### config.mk
export PLATFORM = sky130hd
export DESIGN_NAME = bcd_digit_entry
export DESIGN_NICKNAME = d
export VERILOG_FILES = /design/src/rtl/bcd_pkg.sv /design/src/rtl/bcd_digit_entry.sv
export SDC_FILE = /design/constraint.sdc
export NUM_CORES = 1
export LEC_CHECK = 0
export ABC_AREA = 1
export CORE_AREA = 2 2 60 62
export CTS_CLUSTER_SIZE = 10
export DETAILED_ROUTE_END_ITERATION = 8
export DIE_AREA = 0 0 62 64
export GPL_ROUTABILITY_DRIVEN = 0
export GPL_TIMING_DRIVEN = 0
export PLACE_DENSITY = 0.71
export SYNTH_ARGS = -nofsm -noshare
export SYNTH_HDL_FRONTEND = slang
export SYNTH_SLANG_ARGS = --single-unit
### constraint.sdc
create_clock -name clk -period 2 [get_ports clk]
set_input_delay 0.2 -clock clk [delete_from_list [all_inputs] [get_ports clk]]
set_output_delay 0.2 -clock clk [all_outputs]
set_load 0.01 [all_outputs]
### src/rtl/bcd_pkg.sv
// Shared definitions for the front-panel BCD entry buffer and the decoder path behind it.
package bcd_pkg;

   typedef enum logic [1:0] {
      S_EMPTY = 2'd0,
      S_ENTRY = 2'd1,
      S_HOLD  = 2'd2
   } state_t;

   localparam logic [3:0] BCD_MAX = 4'd9;
   localparam int         NIB     = 4;

endpackage

### src/rtl/bcd_digit_entry.sv
// Operator digit-entry buffer: shifts BCD digits in MSD first, supports backspace/clear,
// and holds the committed packed-BCD word until the consumer takes it.
//
//   state   | meaning
//   --------+-----------------------------------------------
//   S_EMPTY | no digits held, digit_cnt == 0
//   S_ENTRY | 1..NDIG digits held, still editable
//   S_HOLD  | word committed, out_valid high until accepted
module bcd_digit_entry
   import bcd_pkg::*;
#(
   parameter  int NDIG = 4,
   localparam int CW   = $clog2(NDIG + 1),
   localparam int W    = NIB * NDIG
) (
   input  logic          clk,
   input  logic          rst_n,
   input  logic          digit_valid,
   input  logic [3:0]    digit,
   output logic          digit_ready,
   input  logic          bksp,
   input  logic          clr,
   input  logic          enter,
   output logic [W-1:0]  data_bcd,
   output logic [CW-1:0] digit_cnt,
   output logic          out_valid,
   input  logic          out_ready,
   output logic          err,
   output logic          ovf
);

   state_t          state;
   logic [W+3:0]    shifted_in;

   // Concatenate then truncate so NDIG == 1 needs no special-case slice.
   assign shifted_in  = {data_bcd, digit};
   assign digit_ready = (state != S_HOLD);

   always_ff @(posedge clk or negedge rst_n) begin
      if (!rst_n) begin
         state     <= S_EMPTY;
         data_bcd  <= '0;
         digit_cnt <= '0;
         out_valid <= 1'b0;
         err       <= 1'b0;
         ovf       <= 1'b0;
      end else begin
         err <= 1'b0;
         ovf <= 1'b0;
         if (clr) begin
            state     <= S_EMPTY;
            data_bcd  <= '0;
            digit_cnt <= '0;
            out_valid <= 1'b0;
         end else begin
            case (state)
               S_HOLD: begin
                  if (out_ready) begin
                     state     <= S_EMPTY;
                     data_bcd  <= '0;
                     digit_cnt <= '0;
                     out_valid <= 1'b0;
                  end
               end
               default: begin
                  // Only the highest-priority event is considered, even if it is then ignored.
                  if (enter) begin
                     if (state == S_ENTRY) begin
                        state     <= S_HOLD;
                        out_valid <= 1'b1;
                     end
                  end else if (bksp) begin
                     if (state == S_ENTRY) begin
                        data_bcd  <= data_bcd >> NIB;
                        digit_cnt <= digit_cnt - CW'(1);
                        if (digit_cnt == CW'(1)) state <= S_EMPTY;
                     end
                  end else if (digit_valid) begin
                     if (digit > BCD_MAX) begin
                        err <= 1'b1;
                     end else if (digit_cnt == CW'(NDIG)) begin
                        ovf <= 1'b1;
                     end else begin
                        data_bcd  <= shifted_in[W-1:0];
                        digit_cnt <= digit_cnt + CW'(1);
                        state     <= S_ENTRY;
                     end
                  end
               end
            endcase
         end
      end
   end

endmodule

======== Word level (Yosys, flattened, before mapping) ========
Cells that the tools add are included.
storage, ports and cells
  bits in registers ....................... 24
  input bits .............................. 11
  word-level logic and storage cells ...... 77
operators by class
  add/sub/neg operators ................... 2
  $lt $le $gt $ge ......................... 1
  eq/ne operators ......................... 14
  mux-type cells .......................... 47
  reductions and logical operators ........ 7
operator list
  kind                                                  count
  two-way mux 16 bit                                    9
  two-way mux 3 bit                                     9
  two-way mux 2 bit                                     11
  two-way mux 1 bit                                     18
  != test 5 x 4 -> 1 bit (second input constant)        2
  != test 4 x 3 -> 1 bit (second input constant)        2
  AND reduction 7 bit                                   1
  AND reduction 6 bit                                   1
  nonzero test 3 bit                                    2
  != test 5 x 1 -> 1 bit (second input constant)        1
  nonzero test 5 bit                                    1
  > comparator 4 bit (second input constant)            1
  != test 4 x 1 -> 1 bit (second input constant)        1
  != test 4 x 2 -> 1 bit (second input constant)        1
  nonzero test 4 bit                                    1
  adder 3 x 1 -> 3 bit (second input constant)          1
  equality test 3 x 1 -> 1 bit (second input constant)  1
  equality test 3 bit (second input constant)           1
  != test 3 x 2 -> 1 bit (second input constant)        1
  != test 3 bit (second input constant)                 1
  AND reduction 3 bit                                   1
  subtractor 3 x 1 -> 3 bit (second input constant)     1
  equality test 2 x 1 -> 1 bit (second input constant)  1
  equality test 2 bit (second input constant)           1
  != test 2 bit (second input constant)                 1

======== Depth between registers and ports, before layout ========
Gate-level depths: netlist of the first run.
  depth after elaboration ................. 8
  depth in mapped cells ................... 11
  mapped depth without buffers ............ 11

======== Worst setup path before layout of the first run ========
No wires, ideal clock.
  path kind ............................... register -> register
  from .................................... register state[0]
  to ...................................... register digit_cnt[1]
  arrival ................................. 1.423 ns
  data required time ...................... 1.880 ns
  path slack .............................. 0.458 ns
  stages on the path, launching flop included .. 11
  buffers on the path ..................... 1
  period minus slack after synthesis ...... 1.542 ns
  path through ............................ dfrtp_1 > inv_1 > ha_1 > inv_1 > nor3_4 > nor2_4 > nand2_4 > inv_8 > buf_12 > nand2_2 > o21ai_2
on the way
  longest elaborated chain between the ends .. 3
RTL lines
  item                                                                       line                                          source
  start: declaration                                                         bcd_digit_entry.sv:32                         state_t state;
  start signal: assignment                                                   bcd_digit_entry.sv:41                         state <= S_EMPTY;
  start signal: assignment                                                   bcd_digit_entry.sv:51                         state <= S_EMPTY;
  start signal: assignment                                                   bcd_digit_entry.sv:59                         state <= S_EMPTY;
  equality test 2 bit or equality test 2 x 1 -> 1 bit (tied branches)        bcd_digit_entry.sv:56, bcd_digit_entry.sv:73
  != test 4 x 3 -> 1 bit (no source line) (tied with other cells)            n/a
  AND reduction 6 bit (no source line) or two-way mux 3 bit (tied branches)  n/a
  end signal: assignment                                                     bcd_digit_entry.sv:75                         digit_cnt <= digit_cnt - CW'(1);
  end signal: assignment                                                     bcd_digit_entry.sv:85                         digit_cnt <= digit_cnt + CW'(1);
  end: declaration                                                           bcd_digit_entry.sv:25                         output logic [CW-1:0] digit_cnt,
Parallel ways exist; a longest one is shown, timed or not.
A chain may end at the register's enable or synchronous reset.

======== Worst setup path in the final report of the first run ========
  from .................................... register state[0]
  to ...................................... output port digit_ready
on the way
  longest elaborated chain between the ends .. 1
RTL lines
  item              line                   source
  != test 2 bit     bcd_digit_entry.sv:37  assign digit_ready = (state != S_HOLD);
  end: declaration  bcd_digit_entry.sv:20  output logic digit_ready,
No other way between the ends.

==> metrics.md, run 1 <==
| Metric | Value |
|---|---|
| All-layer global routing usage | `18.2%` |
| Worst setup endpoint | `digit_ready` |
| Mean Syn Cell Area | `8.80 sq um` |
| Min Hold Slack | `approximately 450 ps` |
| Clock sinks | `24` |
| Fin area | `1870 sq um` |
| Register area share after synthesis | `41.6%` |
| Predominant post-synthesis flop cell | `dfrtp_1` |
| Fillers | `between 300 and 400` |
| Ranking of synthesized cells by area | `dfrtp_1, o21ai_2, nand2_1` |
| Worst setup margin | `61.9 ps` |
| Fraction of synthesized area in multiplexers | `0%` |
| Pin count of the biggest net entering global routing | `25` |
| Slew HR | `27.2%` |
| Min Tclk post-route | `1940 ps` |
| Die width | `just over 60 microns` |
| Area of the multi-input gates | `672 sq um` |
| Largest stage delay on the critical path | `580 ps` |
| Register area | `601 sq um` |
| Synth Area in Compound Gates | `17.2%` |
| IO Count | `34` |
| Worst Setup Start Kind | `register` |
| Leak pwr | `0.840 nW` |
| Post-synth EDFFs | `0` |
| DRC Markers | `0` |
| Skew final | `roughly 7.5 ps` |
| Placed cell area | `1830 sq um` |
| Slew @ Worst Pin | `1090 ps` |
| Ant diodes | `0` |
| VDD IR-drop max | `0.000499 V` |
| DIE HEIGHT | `64 microns` |
| Power density over cell area | `946 nW/um^2` |
| Crit path depth | `4` |
| Clock Path Buffers | `2` |
| Final setup vio count | `0` |
| Cells along the critical path | `inv_1, ha_1, inv_1, clkdlybuf4s50_1` |
| Post-synthesis register bit count | `24` |
| R2R Setup Slk | `240 ps` |
| Crit path max-delay family | `buffers and inverters` |
| Crit. End Element | `output pin` |
| Worst path most repeated cell | `inv_1` |
| Fmax | `516 MHz` |
| Post-route non-filler standard cell count | `approximately 250` |
| Yosys cell types | `29` |
| Hpwl dp | `2410 microns` |
| Post-route setup TNS | `0 ps` |
| CP Data Arrival Time | `1740 ps` |
| Yosys top cell area share | `41.6%` |
| Initial antenna violation count | `0` |
| Vias per cell | `slightly above 5` |
| Grt ovf | `0` |
| Clock Pin Slew Worst Setup and Hold Paths | `about 140 ps` |
| RSZ-0062 raised after global routing | `no` |
| Nets@finish | `220` |
| Router iterations before antenna repair | `4` |
| Critical setup path kind | `register to output pin` |
| Routed wire per std cell | `13.4 microns` |
| Yosys top cell by area | `dfrtp_1` |
| HP Class | `input port to asynchronous set/reset pin` |
| Buf/Inv on CP | `3` |
| Crit Path Max Fanout | `3` |
| Total number of vias | `1252` |
| Hold-fix buffers, CTS | `0` |
| Worst-Skew Late Latency | `approximately 320 ps` |
| Core area | `3280 sq um` |
| Fraction of layout cells with a size suffix above 1 | `between 20% and 30%` |
| H-Tree Depth | `1` |
| RR Endpoint | `data_bcd[1]$_DFFE_PN0P_` |
| Cell area after synthesis | `~1400 sq um` |
| Simple-gate area share of the yosys netlist | `23.0%` |
| Syn Nets | `181` |
| Reg2reg path depth | `8` |
| Reg2Reg Launch Point | `state[0]$_DFFE_PN0P_` |
| Max Cap Viol | `0` |
| Initial Utilization | `43.9%` |
| DRT iter0 DRCs | `37` |
| Inst Count DP | `243` |
| Xor and xnor area share after synthesis | `between 1 and 1.5%` |
| Num CTS Buffers | `3` |
| Crit. Startpoint | `state[0]$_DFFE_PN0P_` |
| Fin crit share | `96.9%` |
| Adder-cell share of the synthesized area | `5.20%` |
| # rows | `21` |
| WP data required | `1800 ps` |
| Ys Warns | `0` |
| Area delta synth->final | `29.9%` |
| Worst slack, placed | `183 ps` |
| Routed Antenna Nets | `0` |
| IO buf count | `33` |
| Max Slew Vio Count | `0` |
| CTS tree | `done` |
| Status | `finished, final reports clean` |
| CTS root buf | `clkbuf_4` |
| Worst-path cell with the longest stage delay | `clkdlybuf4s50_1` |
| Final hold vios | `0` |
| Synth Instances | `164` |
| Vias in the first global route | `1237` |
| Die ar. | `3970 sq um` |
| Main combinational cell family by area after synthesis | `simple AND/OR/NAND/NOR gates` |
| Global-route wire length before repair | `5430 microns` |
| Async SR Flop Fraction | `100%` |
| Final WL | `3320 microns` |
cell type report:
type	instances	share of cell area (%)
inverter	24	5.34
sequential	24	32.0
clock buffer	4	1.94
tap	46	3.07
multi-input combinational	110	35.8
buffer	6	3.74
timing repair buffer	34	18.0
layout by cell type (no fill, tap or decap), drive strengths merged:
cell type / count
clkdlybuf4s50: 33
buf: 4
clkbuf: 7
a31oi: 1
xnor2: 2
nand3: 10
nand2: 42
o21ai: 24
inv: 24
o22a: 1
nor2: 10
o211ai: 1
dfrtp: 24
nor3: 2
nand4: 2
ha: 6
a21oi: 6
o22ai: 3
routing by layer:
layer | routed length [microns] | vias up | GRT usage (%)
li1 | - | 610 | -
met4 | 42 | 0 | 6.12
met3 | 83 | 4 | 2.43
met5 | 0 | - | 0
met1 | 1430 | 613 | 23.2
met2 | 1760 | 25 | 30.7
how the worst min path moves through the flow:
stage | depth (start not counted) | slack, ps | end
4_1_cts | 1 | 490 | data_bcd[10]$_DFFE_PN0P_
3_3_place_gp | 2 | 490 | state[1]$_DFFE_PN0P_
3_5_place_dp | 2 | 500 | data_bcd[3]$_DFFE_PN0P_
2_1_floorplan | 0 | -100 | data_bcd[0]$_DFFE_PN0P_
6_report | 1 | 450 | data_bcd[14]$_DFFE_PN0P_
5_1_grt | 3 | 520 | err$_DFF_PN0_
synth_stat cells (2+ instances only):
master and count:
nand2_4 2, nor2_1 8, nand2_2 9, o21ai_0 7, nand4_1 2, nand2_1 31, inv_1 20, o22ai_1 3
nand3_1 10, a21oi_1 6, nor2_4 2, inv_2 2, dfrtp_1 24, ha_1 6, o21ai_1 2, buf_12 2
xnor2_1 2, o21ai_2 15
power breakdown:
part           internal (mW)  total [mW]  leakage [nW]  switching, mW
combinational          0.405       0.876         0.492          0.471
clock                  0.111       0.262        0.0210          0.150
sequential             0.571       0.635         0.326         0.0641
state kept, by name, indices dropped and copies added (netlist names):
name       flops
data_bcd      16
digit_cnt      3
state          2
err            1
out_valid      1
ovf            1
through the flow:
stage,power (mW),utilization [%]
2_1_floorplan,1.20,-
3_3_place_gp,1.49,55.7
3_5_place_dp,1.52,55.7
4_1_cts,1.78,56.8
5_1_grt,1.91,57.1
6_report,1.77,57.1
kinds of logic after synthesis:
group / count (synthesis)
xor+xnor: 2
compound gates: 36
buf+inv: 30
flops: 24
simple gates: 66
fa+ha+maj: 6
repair_timing:
item | CTS | global route
setup endpoints to repair | 0 | 1
buffers inserted | 0 | 1
gates resized for setup | 0 | 0
Power figures use the tool's default switching activity.
==> inputs of run 2 (changes only) <==
--- a/config.mk
+++ b/config.mk
@@ -6,13 +6,15 @@
 export NUM_CORES = 1
 export LEC_CHECK = 0
 export ABC_AREA = 1
-export CORE_AREA = 2 2 60 62
+export CORE_AREA = 2 2 58 60
 export CTS_CLUSTER_SIZE = 10
 export DETAILED_ROUTE_END_ITERATION = 8
-export DIE_AREA = 0 0 62 64
+export DIE_AREA = 0 0 60 62
 export GPL_ROUTABILITY_DRIVEN = 0
 export GPL_TIMING_DRIVEN = 0
-export PLACE_DENSITY = 0.71
+export PLACE_DENSITY = 0.76
+export RECOVER_POWER = 25
+export SLEW_MARGIN = 20
 export SYNTH_ARGS = -nofsm -noshare
 export SYNTH_HDL_FRONTEND = slang
 export SYNTH_SLANG_ARGS = --single-unit
==> run 2 against run 1 <==
Effect of this change: non-clock buffer count stayed put; clock-buffer cell count is 1 lower; clock power grew 39%; critical endpoint is now data_bcd[3]$_DFFE_PN0P_; cell count did not move; sequential cell count stayed put; combinational power decreased by 0.5%.
==> metrics.md, run 2 (same netlist as run 1, synthesis figures left out) <==
| Metric | Value |
|---|---|
| Final Power | `1.87 mW` |
| Ant diodes | `0` |
| Leak pwr | `~0.85 nW` |
| Num CTS Buffers | `3` |
| Hold path start | `digit_valid` |
| Final WL | `between 3000 and 4000 microns` |
| Fraction of layout cells with a size suffix above 1 | `20.8%` |
| Routed wire per std cell | `12.9 microns` |
| Post-route setup TNS | `0 ps` |
| R2R Setup Slk | `270 ps` |
| Fin area | `1890 sq um` |
| Sw Share | `37.2%` |
| RR Endpoint | `data_bcd[3]$_DFFE_PN0P_` |
| CP Data Arrival Time | `roughly 2000 ps` |
| DIE HEIGHT | `62 microns` |
| VDD IR-drop max | `0.000439 V` |
| Max Slew Vio Count | `0` |
| Placed cell area | `~1800 sq um` |
| Max reg flops | `16` |
| DRC Markers | `0` |
| Skew final | `11.1 ps` |
| Reg2reg path depth | `8` |
| # rows | `21` |
| Clock Pin Slew Worst Setup and Hold Paths | `130 ps` |
| Reg2Reg Launch Point | `state[0]$_DFFE_PN0P_` |
| Hpwl dp | `about 2400 microns` |
| Clock sinks | `24` |
| IO Count | `34` |
| Clock Path Buffers | `2` |
| Final setup vio count | `0` |
| CTS root buf | `clkbuf_4` |
| Flop pwr share | `roughly 34%` |
| Clock share of power | `19.5%` |
| Max Cap Viol | `0` |
| Min Tclk post-route | `1730 ps` |
| Pin count of the biggest net entering global routing | `25` |
| Logic pwr share | `between 40% and 50%` |
| Crit. End Element | `register` |
| Hold Path End | `err$_DFF_PN0_` |
| Initial antenna violation count | `0` |
| Critical setup path kind | `register to register` |
| All-layer global routing usage | `between 10% and 20%` |
| DRT iter0 DRCs | `56` |
| Largest regs | `data_bcd: 16 flops, digit_cnt: 3 flops, state: 2 flops` |
| WP data required | `2280 ps` |
| Fin crit share | `slightly below 90%` |
| Hold depth | `3` |
| Fmax | `roughly 580 MHz` |
| Net Sw Power | `approximately 700 uW` |
| Initial Utilization | `a little under half` |
| Status | `finished, final reports clean` |
| Worst-Skew Late Latency | `340 ps` |
| Nets@finish | `220` |
| Router iterations before antenna repair | `4` |
| H-Tree Depth | `1` |
| Post-CTS Setup Bufs | `0` |
| Routed Antenna Nets | `0` |
| CTS tree | `done` |
| Global-route wire length before repair | `5180 microns` |
| Vias per cell | `approximately 5.0` |
| Internal power | `between 1 and 1.5 mW` |
| Crit Path Max Fanout | `10` |
| Die width | `60 microns` |
| Grt ovf | `0` |
| IO buf count | `33` |
| Core area | `around 3200 sq um` |
| Commonest non-fill, non-tap cells in the layout | `nand2_1, clkdlybuf4s50_1, dfrtp_1` |
| Final hold vios | `0` |
| Slew HR | `14.9%` |
| Vias in the first global route | `1186` |
| Die ar. | `3720 sq um` |
| Biggest register | `data_bcd` |
| Power density over cell area | `990 nW/um^2` |
| HP Class | `input port to register` |
| Slew @ Worst Pin | `1280 ps` |
| Worst Setup Start Kind | `register` |
| Area delta synth->final | `31.0%` |
| RSZ-0062 raised after global routing | `no` |
| Total number of vias | `around 1.2k` |
run 2: changes by cell type in the layout (fill, tap and decap cells not counted), sizes merged:
cell / change
buf: -1
bufinv: +1
clkdlybuf4s50: -2
dlygate4sd3: +1
dlymetal6s2s: +1
run 2: final cells by class:
type | count | area (sq um)
tap | 46 | 57.6
multi-input combinational | 110 | 672
clock buffer | 3 | 22.5
timing repair buffer | 34 | 337
clock inverter | 1 | 30.0
fill | 285 | 1290
buffer | 6 | 70.1
inverter | 24 | 100
sequential | 24 | 601
run 2: how the worst max path moves through the flow:
stage | startpoint | to | slack (ps) | cells past startpoint
after floorplan | state[0]$_DFFE_PN0P_ | digit_cnt[1]$_DFFE_PN0P_ | 460 | 10
after global placement | clr | digit_cnt[1]$_DFFE_PN0P_ | 230 | 10
after detailed placement | clr | data_bcd[0]$_DFFE_PN0P_ | 200 | 10
after CTS | state[0]$_DFFE_PN0P_ | digit_ready | 40 | 4
after global routing | state[0]$_DFFE_PN0P_ | data_bcd[3]$_DFFE_PN0P_ | 160 | 8
final | state[0]$_DFFE_PN0P_ | data_bcd[3]$_DFFE_PN0P_ | 270 | 8
run 2: power groups by stage:
| stage | registers, mW | logic (mW) | clock network [mW] |
|---|---|---|---|
| after floorplan | 0.675 | 0.526 | 0 |
| after global placement | 0.639 | 0.851 | 0 |
| after detailed placement | 0.646 | 0.873 | 0 |
| after CTS | 0.635 | 0.879 | 0.368 |
| after global routing | 0.646 | 0.963 | 0.386 |
| final | 0.634 | 0.872 | 0.364 |
run 2: timing repair:
action | 4_1_cts | 5_1_grt
hold endpoints to repair | 0 | 24
hold buffers | 0 | 1
resized for setup | 0 | 1
setup endpoints to repair | 0 | 1
run 2: per-layer routing:
layer	GRT usage, %	wire length, microns
met2	33.5	1600
met1	22.2	1390
met3	1.86	120
met4	9.21	96
met5	0	0
run 2: through the flow:
stage	setup WS, ps	hold WS [ps]	cells	utilization, %
global placement	234	486	243	57.6
CTS	39.5	474	247	59.2
detailed placement	199	496	243	57.6
finish	269	479	248	59.4
floorplan	458	-95.6	164	-
global route	165	496	248	59.4
run 2: worst max-delay path, stage by stage, from the launching register on:
cell	delay [ps]
dfrtp_1	400
inv_1	60
ha_1	250
nor2_4	150
buf_4	200
nand2_1	190
o21ai_0	300
nand2_2	80
nand2_1	50
==> inputs of run 3 (changes only) <==
==> constraint.sdc (replaced) <==
create_clock -name clk -period 2 [get_ports clk]
set_input_delay 0.2 -clock clk [delete_from_list [all_inputs] [get_ports clk]]
set_output_delay 0.2 -clock clk [all_outputs]
set_load 0.02 [all_outputs]
==> run 3 against run 2 <==
Effect of this change: wire length about the same; setup slack worse by 22 ps; largest power group unchanged; highest routed layer unchanged; critical path type is now register to output pin; first-iteration DRC count did not move.
==> metrics.md, run 3 (same netlist as run 1, synthesis figures left out) <==
| Metric | Value |
|---|---|
| Status | `finished, final reports clean` |
| Min Hold Slack | `479 ps` |
| Grt ovf | `0` |
| Worst Setup Start Kind | `register` |
| Max Slew Vio Count | `0` |
| Final WL | `3200 microns` |
| Skew final | `11.1 ps` |
| RSZ-0062 raised after global routing | `no` |
| Final setup vio count | `0` |
| WP data required | `1800 ps` |
| Global-route wire length before repair | `5180 microns` |
| Post-route non-filler standard cell count | `about 250` |
| Biggest register | `data_bcd` |
| Slew @ Worst Pin | `1280 ps` |
| Min Tclk post-route | `1750 ps` |
| Clock sinks | `24` |
| Hpwl dp | `2380 microns` |
| All-layer global routing usage | `18.6%` |
| VDD IR-drop max | `0.000461 V` |
| Clock Path Buffers | `2` |
| Initial Utilization | `a little under half` |
| H-Tree Depth | `1` |
| Total number of vias | `about 1.2k` |
| CP Data Arrival Time | `1550 ps` |
| Power density over cell area | `between 1000 and 1500 nW/um^2` |
| Final hold vios | `0` |
| Critical setup path kind | `register to output pin` |
| Fraction of layout cells with a size suffix above 1 | `20.8%` |
| R2R Setup Slk | `270 ps` |
| Fmax | `570 MHz` |
| Crit. End Element | `output pin` |
| CTS tree | `done` |
| Nets@finish | `220` |
| Num CTS Buffers | `3` |
| Crit Path Max Fanout | `3` |
| Slew HR | `14.9%` |
| Ant diodes | `0` |
| Initial antenna violation count | `0` |
| Router iterations before antenna repair | `4` |
| Vias in the first global route | `approximately 1.2k` |
| Largest regs | `data_bcd: 16 flops, digit_cnt: 3 flops, state: 2 flops` |
| Register area | `601 sq um` |
| DIE HEIGHT | `62 microns` |
| Die ar. | `3720 sq um` |
| Max Cap Viol | `0` |
| IO Count | `34` |
| DRT iter0 DRCs | `56` |
| Vias per cell | `5.04` |
| Max reg flops | `16` |
| DRC Markers | `0` |
| HP Class | `input port to register` |
| Leak pwr | `0.842 nW` |
| Routed wire per std cell | `12.9 microns` |
| CTS root buf | `clkbuf_4` |
| Core area | `between 3000 and 4000 sq um` |
| Worst-Skew Late Latency | `340 ps` |
| Fin crit share | `between 80% and 90%` |
| Post-route setup TNS | `0 ps` |
| Area of the multi-input gates | `~670 sq um` |
| Fillers | `approximately 290` |
| Die width | `60 microns` |
| Inst Count DP | `around 240` |
| Worst setup margin | `247 ps` |
| Clock Pin Slew Worst Setup and Hold Paths | `between 100 and 150 ps` |
| IO buf count | `33` |
| # rows | `21` |
| Worst slack, placed | `199 ps` |
| Routed Antenna Nets | `0` |
| Post-CTS Setup Bufs | `0` |
| Commonest non-fill, non-tap cells in the layout | `nand2_1, clkdlybuf4s50_1, dfrtp_1` |
| Pin count of the biggest net entering global routing | `25` |
| Area delta synth->final | `30.7%` |
run 3: final cells by class:
cell class              count  area share [%]
clock inverters             1            1.59
well taps                  46            3.05
plain buffers               6            3.72
inverters                  24            5.31
clock buffers               3            1.19
repair buffers             34            17.7
multi-input cells         110            35.6
flip-flops and latches     24            31.9
run 3: path summary, 6_finish.rpt:
| kind | depth (start not counted) | from | to |
|---|---|---|---|
| min in group asynchronous | 2 | rst_n | data_bcd[15]$_DFFE_PN0P_ |
| hold reg to reg | 1 | out_valid$_DFFE_PN0P_ | out_valid$_DFFE_PN0P_ |
| hold / removal | 3 | digit_valid | err$_DFF_PN0_ |
| setup / recovery | 4 | state[0]$_DFFE_PN0P_ | digit_ready |
| setup reg to reg | 8 | state[0]$_DFFE_PN0P_ | data_bcd[3]$_DFFE_PN0P_ |
| max in group asynchronous | 2 | rst_n | out_valid$_DFFE_PN0P_ |
run 3: layer usage:
metal / track usage [%] / up-vias / share of wire [%]
li1: - / 606 / -
met1: 22.2 / 578 / 43
met2: 33.5 / 52 / 50
met3: 1.86 / 13 / 3.8
met4: 9.21 / 0 / 3.0
met5: 0 / - / 0
run 3: repair_timing:
| item | CTS | global route |
|---|---|---|
| endpoints found under the hold margin | 0 | 24 |
| endpoints found under the setup margin | 1 | 0 |
| gates resized for setup | 1 | 0 |
| hold buffers | 0 | 1 |
run 3: critical path: stages, from the launching register on:
cell	delay [ps]
dfrtp_1	400
inv_1	60
ha_1	250
inv_1	160
dlygate4sd2_1	360
run 3: power by group:
part	internal [mW]	switching (mW)
clock	0.203	0.161
combinational	0.398	0.538
sequential	0.571	0.0622
total	1.17	0.761
run 3: metrics by stage:
step                power, mW  util, %  instance area (sq um)
detailed placement       1.59     57.6                   1830
global route             2.06     59.3                   1890
CTS                      1.94     59.2                   1880
finish                   1.93     59.3                   1890
global placement         1.56     57.6                   1830
floorplan                1.27        -                   1440
